**config.mk**
```make
export PLATFORM = sky130hd
export DESIGN_NAME = frame_max
export DESIGN_NICKNAME = d
export VERILOG_FILES = /design/src/rtl/frame_max.sv
export SDC_FILE = /design/constraint.sdc
export NUM_CORES = 1
export LEC_CHECK = 0
export ABC_CLOCK_PERIOD_IN_PS = 2000
export BUFFER_PORTS_ARGS = -buffer_cell sky130_fd_sc_hd__buf_2
export CAP_MARGIN = 20
export CORE_MARGIN = 4
export CORE_UTILIZATION = 43
export CTS_BUF_LIST = sky130_fd_sc_hd__clkbuf_16
export DETAILED_ROUTE_END_ITERATION = 12
export GPL_TIMING_DRIVEN = 0
export PLACE_DENSITY = 0.73
export SYNTH_ARGS = -nofsm -noshare
export SYNTH_HDL_FRONTEND = slang
export SYNTH_SLANG_ARGS = --single-unit
```
**constraint.sdc**
```tcl
create_clock -name clock -period 2 [get_ports clock]
set_input_delay 0.4 -clock clock [delete_from_list [all_inputs] [get_ports clock]]
set_output_delay 0.4 -clock clock [all_outputs]
set_load 0.005 [all_outputs]
```
**src/rtl/frame_max.sv**
```systemverilog
// Per-frame maximum reducer with a wrap-aware compare and a saturating beat count.
// The frame result is held in DONE until the downstream side takes it.
module frame_max #(
  parameter int WIDTH     = 10,
  parameter int CNT_WIDTH = 4
) (
  input  logic                 clock,
  input  logic                 reset,
  input  logic                 in_valid,
  input  logic [WIDTH-1:0]     in_data,
  input  logic                 in_last,
  output logic                 in_ready,
  output logic                 out_valid,
  output logic [WIDTH-1:0]     out_data,
  output logic [CNT_WIDTH-1:0] out_count,
  input  logic                 out_ready
);

  typedef enum logic [1:0] {EMPTY, ACCUM, DONE} state_t;

  localparam logic [CNT_WIDTH-1:0] CNT_MAX = '1;
  localparam logic [CNT_WIDTH-1:0] CNT_ONE = CNT_WIDTH'(1);

  state_t               state_reg, state_next;
  logic [WIDTH-1:0]     acc_reg, acc_next;
  logic [CNT_WIDTH-1:0] cnt_reg, cnt_next;
  logic [WIDTH-1:0]     diff;
  logic [WIDTH-1:0]     sel_val;
  logic                 beat;

  // Modular distance decides "newer is larger"; a set MSB means in_data lies behind acc.
  assign diff    = in_data - acc_reg;
  assign sel_val = diff[WIDTH-1] ? acc_reg : in_data;

  assign in_ready  = (state_reg != DONE);
  assign out_valid = (state_reg == DONE);
  assign out_data  = acc_reg;
  assign out_count = cnt_reg;
  assign beat      = in_valid & in_ready;

  always_ff @(posedge clock) begin
    if (reset) begin
      state_reg <= EMPTY;
      acc_reg   <= '0;
      cnt_reg   <= '0;
    end else begin
      state_reg <= state_next;
      acc_reg   <= acc_next;
      cnt_reg   <= cnt_next;
    end
  end

  always_comb begin
    state_next = state_reg;
    acc_next   = acc_reg;
    cnt_next   = cnt_reg;
    case (state_reg)
      EMPTY: begin
        if (beat) begin
          acc_next   = in_data;
          cnt_next   = CNT_ONE;
          state_next = in_last ? DONE : ACCUM;
        end
      end
      ACCUM: begin
        if (beat) begin
          acc_next   = sel_val;
          cnt_next   = (cnt_reg == CNT_MAX) ? cnt_reg : cnt_reg + CNT_ONE;
          state_next = in_last ? DONE : ACCUM;
        end
      end
      DONE: begin
        if (out_ready) begin
          state_next = EMPTY;
        end
      end
      default: state_next = EMPTY;
    endcase
  end

endmodule

```
# Word level (Yosys, flattened, before mapping)
# Index checks and enable logic that the tools add are counted.
[op_classes] add_sub_neg=2 multipliers=0 div_mod_pow=0 n_lt_le_gt_ge=0 eq_ne=10 shifts=0 mux=12 n_bitwise=1 n_reduce_logical=6
[ops] cell="$mux W10" count=3
[ops] cell="$pmux W10 S2" count=1
[ops] cell="$mux W4" count=3
[ops] cell="$ne A2 B2 Y1 const B" count=5
[ops] cell="$sub A10 B10 Y10" count=1
[ops] cell="$pmux W4 S2" count=1
[ops] cell="$reduce_and A4 Y1" count=2
[ops] cell="$mux W2" count=3
[ops] cell="$add A4 B1 Y4 const B" count=1
[ops] cell="$eq A4 B4 Y1 const B" count=1
[ops] cell="$ne A2 B1 Y1 const B" count=2
[ops] cell="$pmux W2 S2" count=1
[ops] cell="$eq A2 B1 Y1 const B" count=1
[ops] cell="$eq A2 B2 Y1 const B" count=1
[ops] cell="$logic_not A2 Y1" count=1
[ops] cell="$reduce_and A2 Y1" count=1
[ops] cell="$reduce_bool A2 Y1" count=1
[ops] cell="$reduce_or A2 Y1" count=1
[ops] cell="$and A1 B1 Y1" count=1
[totals] ff_bits=16 latchBits=0 ramBits=0 mem_bits_ro=0 out_inout_bits=16 n_memories=0

# Logic depth before layout (Yosys ltp)
[depth] word_depth=4 depth_mapped=8 depth_no_buf=8

# Worst setup path after synthesis
# Ideal clock, no wire load.
[synth_path] kind="input port to flip-flop" from="in in_data[8]" to="reg acc_reg[0], in the netlist out_data[0]" setup_time_ns=0.060 arrival_time_ns=2.056 setup_slack_ns=-0.116 path_stages=7 path_buffers=0 path_cell_list="ha_1 -> a21oi_1 -> o21ai_1 -> or4b_1 -> or3_4 -> o2111ai_4 -> a22o_1"
[synth_via] elab_chain_len=3
[synth_rtl] element="start, declared" line_no="10" rtl="input logic [WIDTH-1:0] in_data,"
[synth_rtl] element="$sub A10 B10 Y10" line_no="32" rtl="assign diff = in_data - acc_reg;"
[synth_rtl] element="$ne A2 B2 Y1 (no line)"
[synth_rtl] element="$reduce_and A4 Y1 (no line)"
[synth_rtl] element="end signal, assigned" line_no="48" rtl="acc_reg <= acc_next;"
[synth_rtl] element="end, declared" line_no="25" rtl="logic [WIDTH-1:0] acc_reg, acc_next;"
# Every way passes these cells.
# A chain may end at the register's enable or synchronous reset.

# Worst setup path after layout
[layout_path] from="reg acc_reg[6], in the netlist out_data[6]" to="reg acc_reg[3], in the netlist out_data[3]"
[layout_via] elab_chain_len=3
[layout_rtl] element="$sub A10 B10 Y10" line_no="32"
[layout_rtl] element="$ne A2 B2 Y1 (no line)"
[layout_rtl] element="$reduce_and A4 Y1 (no line)"
# Every way passes these cells.

==> impl_metrics.toml <==
[routing]
vias = 860
drt_wl_total_mm = 2.62
drc = 0
drt_iter0_drc = 10
viasPerCell = 5.21
antenna_left = 0
wl_per_cell_um = 15.9
drt-pass1-iter-count = 4

[cells_and_area]
area_delta_synth_final_pct = 59.1
final_common_cell = "buf_2"
layout_common_cells = "30 x buf_2, 10 x a22o_1, 8 x nand2_1, 8 x dfxtp_1, 8 x dfxtp_2"
drive_above_1_share_pct = 55.8
nets = 163
antenna_cells = 0
regArea_sq_um = 330
nFillCells = 158
largest_reg_flops = 10
multi_input_area_sq_um = 648

[setup_path]
path_class = "register to register"
path_max_fanout = 5
worstPathRequired_ns = 2.18
cp-start-kind = "register"
endpoint_kind = "register"
cp.arrival_ns = 2.28

[sta]
final-hold-violation-count = 0
rsz0062_at_grt = "yes"
finClkSkew_ns = 0.000992
finalCritPeriodShare_pct = 105
setup_viol = 10
setup_slack_ns = -0.0942
max_freq_mhz = 478
worst_pin_slew_ns = 0.706
maxSlewViolCount = 0
finalSetupTns_ns = -0.821
relSlewSlack_pct = 52.8
hold_slack_ns = 0.367
layout_min_cycle_time_ns = 2.09

[synth]
ys_warn_count = 0
avgSynthCellArea_sq_um = 9.47
synth_cells = 93
yosysTopAreaCell = "dfxtp_1"
synth_top_area_share_pct = 36.4
seq_area_frac_synth_pct = 36.4
synth-seq-cells = 16
synth_cell_type_count = 30
synthTopCellsByArea = "dfxtp_1 36%, ha_1 13%, a22o_1 9.9%"
syn_nets = 117
synth.cell_area_sq_um = 881

[clocking]
cts_hold_buffers = 0
cts_root_buf = "clkbuf_16"
clkTransAtPathRegs_ns = 0.05
cts_buffers = 3
cts_tree = "done"
clock_latency_ns = 0.24
cts_max_level = 1
cts_sinks = 16
clockBufferDepth = 2

[die]
die_w_um = 53.3
die_h_um = 53.3
start_util_pct = 44.9
die_area_sq_um = 2840
core_area_sq_um = 1960
row_count = 16
pin_count = 31

[power_and_ir_drop]
p_per_area_nw_per_um2 = 728
vdd.ir_drop.worst_v = 0.000468
p_leak_nw = 0.613

[grt]
grt_max_degree = 11
antenna_found_initial = 0
grt_usage_pct = 20.5
grt_pass1_vias = 895
overflow = 0
grt_first_pass_wirelength_mm = 4.10

[placed_design]
dp_hpwl_mm = 1.49
port_buffers = 29
pre_cts_slack_ns = -0.362
gp_congestion = 0.707

[run_status]
violations = "negative setup slack"
status = "complete, but fails checks"

[min_path]
hold_class = "input port to register"

[flow_run]
drv_cap = 0
[report_power, final]
group	switching (mW)	internal [mW]	total, mW
sequential	0.0194	0.344	0.363
combinational	0.126	0.141	0.267
clock	0.125	0.265	0.390
[cells in the mapped netlist (all sizes together)]
master    n
nand2b    1
a21o      1
xnor2     2
dfxtp    16
a211oi    1
a21oi     4
o2111ai   1
a22o     10
buf       1
a2111oi   1
nand2     9
and2      1
nor2b     2
or4b      1
a31oi     1
nor2      7
o31ai     1
o21ai     5
inv      10
or3       1
o22a      1
mux2i     2
ha        9
o21a      1
nand3     1
and4      1
nor3      1
or4       1
[worst paths after layout]
path,start,endpoint,slack [ns],depth (start not counted)
setup reg to reg,out_data[6]$_SDFFE_PP0P_,out_data[3]$_SDFFE_PP0P_,-0.09,8
setup / recovery,out_data[6]$_SDFFE_PP0P_,out_data[3]$_SDFFE_PP0P_,-0.09,8
hold reg to reg,out_data[8]$_SDFFE_PP0P_,out_data[8]$_SDFFE_PP0P_,0.47,1
hold / removal,in_last,state_reg[0]$_SDFFE_PP0P_,0.37,2
[metrics by stage]
step	std cells	cell area, sq um	utilization (%)	power (mW)
floorplan	93	918	-	0.481
global placement	149	1100	55.9	0.535
detailed placement	149	1100	55.9	0.544
CTS	165	1390	71.0	1.01
global route	165	1400	71.4	1.07
finish	165	1400	71.4	1.02
[what timing repair did]
action,in CTS,in global routing
setup endpoints to repair,10,10
pin swaps,21,5
buffers inserted,10,0
resized for setup,22,3
gates cloned,2,0
[kinds of logic after synthesis]
logic type | Yosys count | synth area share (%)
compound gates | 27 | 26.0
xor+xnor | 2 | 1.99
fa+ha+maj | 9 | 12.8
buf+inv | 11 | 4.83
flops | 16 | 36.4
mux | 2 | 2.27
simple gates | 26 | 15.8
[area by class of cell]
cell class	instances	area share, %
plain buffers	1	0.357
clock buffers	3	5.36
clock inverters	1	0.268
inverters	10	2.68
multi-input cells	67	46.3
flip-flops and latches	16	23.6
well taps	27	2.41
repair buffers	40	19.1
[worst max-delay path: stages (launching register included)]
cell and delay, ns:
dfxtp_2 0.33, inv_2 0.04, ha_4 0.25, a21oi_4 0.14, o21ai_2 0.08, or4b_1 0.51, or3_4 0.38, o2111ai_4 0.13
a22o_1 0.18
[per-layer routing]
layer	vias to the layer above	track usage, %	part of all wire [%]
met5	-	0	0
met4	0	8.94	1.5
met3	4	4.23	4.9
met2	25	36.9	51
met1	397	22.7	43
li1	434	-	-
Power figures use the tool's default switching activity.
